<file path="src/rtl/full_adder_pkg.sv">
// Shared types and constants for the bit-serial adder controller.
// Holds the FSM state encoding and the default operand width.
package full_adder_pkg;

  localparam int DEFAULT_WIDTH = 8;

  typedef enum logic [1:0] {
    ST_IDLE = 2'd0,
    ST_RUN  = 2'd1,
    ST_DONE = 2'd2
  } state_t;

endpackage : full_adder_pkg

</file>
<file path="src/rtl/full_adder_simple.sv">
// 1-bit full-adder cell; purely combinational, zero latency, no flow control.
// Clock and reset are carried on the port list so the cell drops into clocked wrappers unchanged.
module full_adder_simple (
  input  logic clk_i,
  input  logic reset_n_i,
  input  logic a_i,
  input  logic b_i,
  input  logic cin_i,
  output logic sum_o,
  output logic cout_o
);

  logic unused_clk_rst;

  assign unused_clk_rst = &{1'b0, clk_i, reset_n_i};

  assign sum_o  = a_i ^ b_i ^ cin_i;
  assign cout_o = (a_i & b_i) | (cin_i & (a_i ^ b_i));

endmodule : full_adder_simple

</file>
<file path="src/rtl/serial_adder_ctrl.sv">
// Bit-serial adder: one bit per cycle, result valid WIDTH edges after accept.
// Accepts only in IDLE; holds the result in DONE until out_ready_i; clear_i aborts from any state.
module serial_adder_ctrl
  import full_adder_pkg::*;
#(
  parameter int WIDTH = DEFAULT_WIDTH
) (
  input  logic             clk_i,
  input  logic             reset_n_i,
  input  logic             in_valid_i,
  output logic             in_ready_o,
  input  logic [WIDTH-1:0] a_i,
  input  logic [WIDTH-1:0] b_i,
  input  logic             cin_i,
  input  logic             clear_i,
  output logic             out_valid_o,
  input  logic             out_ready_i,
  output logic [WIDTH-1:0] sum_o,
  output logic             cout_o,
  output logic             ovf_o,
  output logic             busy_o
);

  localparam int CW = (WIDTH > 1) ? $clog2(WIDTH) : 1;
  localparam logic [CW-1:0] CNT_LAST = CW'(WIDTH - 1);

  state_t           state;
  state_t           state_nxt;
  logic [WIDTH-1:0] a_sr;
  logic [WIDTH-1:0] b_sr;
  logic [WIDTH-1:0] s_sr;
  logic [WIDTH-1:0] s_final;
  logic             carry;
  logic [CW-1:0]    cnt;
  logic [WIDTH-1:0] sum_q;
  logic             cout_q;
  logic             ovf_q;
  logic             fa_sum;
  logic             fa_cout;
  logic             msb_cin;
  logic             accept;
  logic             last;
  logic             unused_sum_lsb;

  full_adder_simple u_fa (
    .clk_i     (clk_i),
    .reset_n_i (reset_n_i),
    .a_i       (a_sr[0]),
    .b_i       (b_sr[0]),
    .cin_i     (carry),
    .sum_o     (fa_sum),
    .cout_o    (fa_cout)
  );

  // The LSB of the sum shifter falls off on the final bit, so it is never read.
  assign s_final        = {fa_sum, s_sr[WIDTH-1:1]};
  assign unused_sum_lsb = s_sr[0];
  assign msb_cin        = carry;

  always_comb begin
    state_nxt = state;
    accept    = 1'b0;
    last      = 1'b0;
    if (clear_i) begin
      state_nxt = ST_IDLE;
    end else begin
      unique case (state)
        ST_IDLE: begin
          if (in_valid_i) begin
            accept    = 1'b1;
            state_nxt = ST_RUN;
          end
        end
        ST_RUN: begin
          if (cnt == CNT_LAST) begin
            last      = 1'b1;
            state_nxt = ST_DONE;
          end
        end
        ST_DONE: begin
          if (out_ready_i) begin
            state_nxt = ST_IDLE;
          end
        end
        default: state_nxt = ST_IDLE;
      endcase
    end
  end

  always_ff @(posedge clk_i or negedge reset_n_i) begin
    if (!reset_n_i) begin
      state  <= ST_IDLE;
      a_sr   <= '0;
      b_sr   <= '0;
      s_sr   <= '0;
      carry  <= 1'b0;
      cnt    <= '0;
      sum_q  <= '0;
      cout_q <= 1'b0;
      ovf_q  <= 1'b0;
    end else begin
      state <= state_nxt;
      if (clear_i) begin
        cnt <= '0;
      end else if (accept) begin
        a_sr  <= a_i;
        b_sr  <= b_i;
        s_sr  <= '0;
        carry <= cin_i;
        cnt   <= '0;
      end else if (state == ST_RUN) begin
        a_sr  <= a_sr >> 1;
        b_sr  <= b_sr >> 1;
        s_sr  <= s_final;
        carry <= fa_cout;
        if (last) begin
          // Signed overflow: carry into the sign bit differs from carry out of it.
          sum_q  <= s_final;
          cout_q <= fa_cout;
          ovf_q  <= fa_cout ^ msb_cin;
          cnt    <= '0;
        end else begin
          cnt <= cnt + CW'(1);
        end
      end
    end
  end

  assign in_ready_o  = (state == ST_IDLE);
  assign out_valid_o = (state == ST_DONE);
  assign busy_o      = (state == ST_RUN);
  assign sum_o       = sum_q;
  assign cout_o      = cout_q;
  assign ovf_o       = ovf_q;

endmodule : serial_adder_ctrl
</file>
<file path="config.mk">
export PLATFORM = sky130hd
export DESIGN_NAME = serial_adder_ctrl
export DESIGN_NICKNAME = d
export VERILOG_FILES = /design/src/rtl/full_adder_pkg.sv /design/src/rtl/full_adder_simple.sv /design/src/rtl/serial_adder_ctrl.sv
export SDC_FILE = /design/constraint.sdc
export NUM_CORES = 1
export LEC_CHECK = 0
export CELL_PAD_IN_SITES_DETAIL_PLACEMENT = 1
export CELL_PAD_IN_SITES_GLOBAL_PLACEMENT = 2
export CORE_MARGIN = 10
export CORE_UTILIZATION = 32
export CTS_CLUSTER_DIAMETER = 120
export DETAILED_ROUTE_END_ITERATION = 10
export GPL_TIMING_DRIVEN = 0
export PLACE_DENSITY_LB_ADDON = 0.2
export SYNTH_ARGS = -nofsm -noshare
export SYNTH_HDL_FRONTEND = slang
export SYNTH_SLANG_ARGS = --single-unit
</file>
<file path="constraint.sdc">
create_clock -name clk_i -period 2 [get_ports clk_i]
set_input_delay 0.4 -clock clk_i [delete_from_list [all_inputs] [get_ports clk_i]]
set_output_delay 0.4 -clock clk_i [all_outputs]
set_load 0.1 [all_outputs]
</file>
==> summary.txt <==
Run status
  • Outcome: finished, final reports clean

Worst setup path
  • Worst Path Arrival: 1.50 ns
  • Slowest stage delay, CP: 0.86 ns
  • Crit path cell chain: dlygate4sd2_1
  • Critical Path Start Type: flop
  • Slowest-stage cell, CP: dlygate4sd2_1
  • Critical Path End Type: output port
  • Worst Path Buf+Inv: 1
  • Maximum fanout along the worst path: 2
  • Worst path top cell family by delay: buffers and inverters
  • Critical Path RT: 1.60 ns
  • Critical path type: reg -> out

Timing
  • Slew margin rel.: 35.9%
  • Final setup TNS: 0 ns
  • Final Hold Fails: 0
  • RSZ-0062 raised after global routing: false
  • Slew Viols, Final: 0
  • Worst Hold Margin: 0.0752 ns
  • Fin Clk Skew: 0.00601 ns
  • Final Cycle Share: 94.8%
  • Final Critical Period: 1.90 ns
  • Setup violations, final: 0
  • Slew @ Worst Pin: 0.965 ns
  • Fmax: 0.528 GHz

Synth
  • Synth area leaders: dfrtp_1, a21oi_1, nand2_1
  • Post-Syn Area: 1790 um^2
  • Post-synth cell types: 32
  • Post-synthesis sequential area ratio: 54.5%
  • Cells after Synth: 164
  • Net Count, Synth: 189
  • Ys Warns: 0
  • Top-area cell type share of the netlist area: 54.5%
  • Synth area leader: dfrtp_1
  • FF+latch count, synth: 39
  • Mapped Avg Cell Area: 10.9 um^2

Global routing
  • Total congestion overflow: 0
  • First-pass GRT wire length: 7.36 mm
  • Pin count of the biggest net entering global routing: 21
  • Initial antenna violation count: 0
  • GRT Total Usage: 10.3%
  • Vias in the first global route: 1,483

Drt
  • Initial DRT Pass Iterations: 4
  • WL met3: 229 um
  • # DRC: 0
  • Mean routed wirelength per cell: 15.0 um
  • DRT iter0 DRCs: 41
  • WL met1: 1.76 mm
  • Met2 WL: 2.13 mm
  • Vias: 1,336
  • Number of vias per cell: 4.81
  • Routed Antenna Nets: 0
  • Routed wire length: 4.17 mm
  • Top Layer Used: met4

Floorplan
  • Number of cell rows: 27
  • DIE WIDTH: 94.8 um
  • Die height: 94.8 um
  • I/O pin total: 35
  • Die area: 8990 um^2
  • Core Footprint: 5470 um^2
  • Initial core utilization: 32.7%

Min path
  • Min-delay worst type: in -> async

Place
  • RePlAce Congestion: 0.686
  • Dpl cell area: 2240 um^2
  • Dpl hpwl: 3.18 mm
  • Port Buf Inserts: 33

Clock tree
  • CTS tree: done
  • Number of clock sinks: 39
  • H-tree levels: 2
  • Clock Tree Root: clkbuf_8
  • Cts bufs inserted: 5
  • Worst skew pair latency: 0.29 ns
  • Clk slew on worst S/H paths: 0.07 ns
  • Hold Buf Count CTS: 0
  • Clock Tree Buf Depth: 2

Power
  • Leak: 1.10 nW
  • Peak supply drop: 0.252 mV
  • Pwr Density: 837 nW/um^2
  • Pwr Total: 1.94 mW

Finish
  • Final net count: 230
  • Antenna cells: 0
  • Final core utilization: 42.3%
  • Layout cells sized above 1: 24.8%
  • Fill cells: 621
  • Area grow syn2layout: 29.3%
  • Cell area after layout: 2320 um^2

Flow run
  • MaxCap Viol Count: 0
logic make-up (layout without fill, tap and decap cells):
family	count (synthesis)	after routing	share of synthesized area, %
AOI/OAI and AO/OA	43	43	16.2
xor gates and xnor gates	1	1	0.489
adders and majority gates	3	3	2.51
buffers and inverters	15	57	6.00
DFF	39	39	54.5
muxes	8	8	5.03
and+or+nand+nor	55	55	15.3
synthesized netlist by cell type:
| library cell | n |
|---|---|
| nor3b_2 | 1 |
| or4b_4 | 1 |
| nand2_1 | 27 |
| buf_4 | 1 |
| a22oi_1 | 2 |
| a22o_2 | 2 |
| a221o_2 | 2 |
| nand4bb_1 | 1 |
| nor2_1 | 17 |
| a21oi_2 | 6 |
| buf_2 | 4 |
| a22o_1 | 2 |
| buf_8 | 1 |
| a211oi_2 | 1 |
| ha_1 | 2 |
| clkbuf_2 | 1 |
| or3b_2 | 1 |
| nor3_1 | 2 |
| a21oi_1 | 22 |
| nand3_1 | 1 |
| nor2_2 | 1 |
| buf_6 | 4 |
| and2b_2 | 2 |
| mux2_2 | 8 |
| o21ba_2 | 1 |
| fa_1 | 1 |
| inv_1 | 4 |
| xor2_1 | 1 |
| a221o_1 | 1 |
| dfrtp_1 | 39 |
| nor4b_4 | 1 |
| o21ai_0 | 4 |
worst paths after layout:
path / from / cells after the start / slack (ns) / endpoint
max: sum_o[7] / 1 / 0.10 / sum_o[7]
min: reset_n_i / 1 / 0.08 / s_sr[4]
max in group asynchronous: reset_n_i / 2 / 1.44 / b_sr[6]
min in group clk_i: clear_i / 2 / 0.41 / state[1]
max reg2reg: cnt[0] / 5 / 0.23 / sum_o[4]
min reg2reg: ovf_o / 2 / 0.47 / ovf_o
power by group:
part           switching (mW)  internal (mW)  total [mW]
registers              0.0608          0.895       0.956
logic                   0.217          0.185       0.402
clock network           0.266          0.315       0.580
flip-flops by register name, summed over array words and instances, names as in the netlist:
name,cells
cnt,3
b_sr,8
state,2
cout_o,1
a_sr,8
ovf_o,1
sum_o,8
s_sr,7
carry,1
area by class of cell:
type	count	area (um^2)	share of cell area [%]
multi-input combinational	110	711	30.7
inverter	4	15.0	0.648
tap	72	90.1	3.89
clock buffer	8	100	4.32
sequential	39	976	42.1
timing repair buffer	34	332	14.3
buffer	11	92.6	4.00
per-layer routing:
layer  track usage, %  vias up
met3             3.57        7
met1             12.1      663
met5                0        -
li1                 -      641
met4             3.37        0
met2             17.1       25
cells in the final DEF (no fill, tap or decap), types with 4 or more instances in the layout:
cell / synthesis / layout
dlygate4sd2_1: 0 / 10
mux2_2: 8 / 8
nand2_1: 27 / 27
clkdlybuf4s50_1: 0 / 19
o21ai_0: 4 / 4
a21oi_1: 22 / 22
dfrtp_1: 39 / 39
buf_2: 4 / 7
nor2_1: 17 / 16
clkbuf_8: 0 / 7
buf_6: 4 / 4
a21oi_2: 6 / 6
inv_1: 4 / 4
through the flow:
| stage | instances | worst slack, ns |
|---|---|---|
| 4_1_cts | 278 | 0.00717 |
| 6_report | 278 | 0.104 |
| 3_3_place_gp | 269 | -0.502 |
| 2_1_floorplan | 164 | 0.315 |
| 5_1_grt | 278 | 0.0373 |
| 3_5_place_dp | 270 | -0.251 |
worst register-to-register path, stage by stage, from the launching register on:
cell       delay [ns]
dfrtp_1          0.39
ha_1             0.20
ha_1             0.23
nand4bb_1        0.22
buf_2            0.26
mux2_2           0.36
what timing repair did:
action	CTS	global route
resized for setup	19	4
hold endpoints to repair	0	0
endpoints found under the setup margin	13	2
buffers inserted	0	0
(Power assumes the default switching activity.)
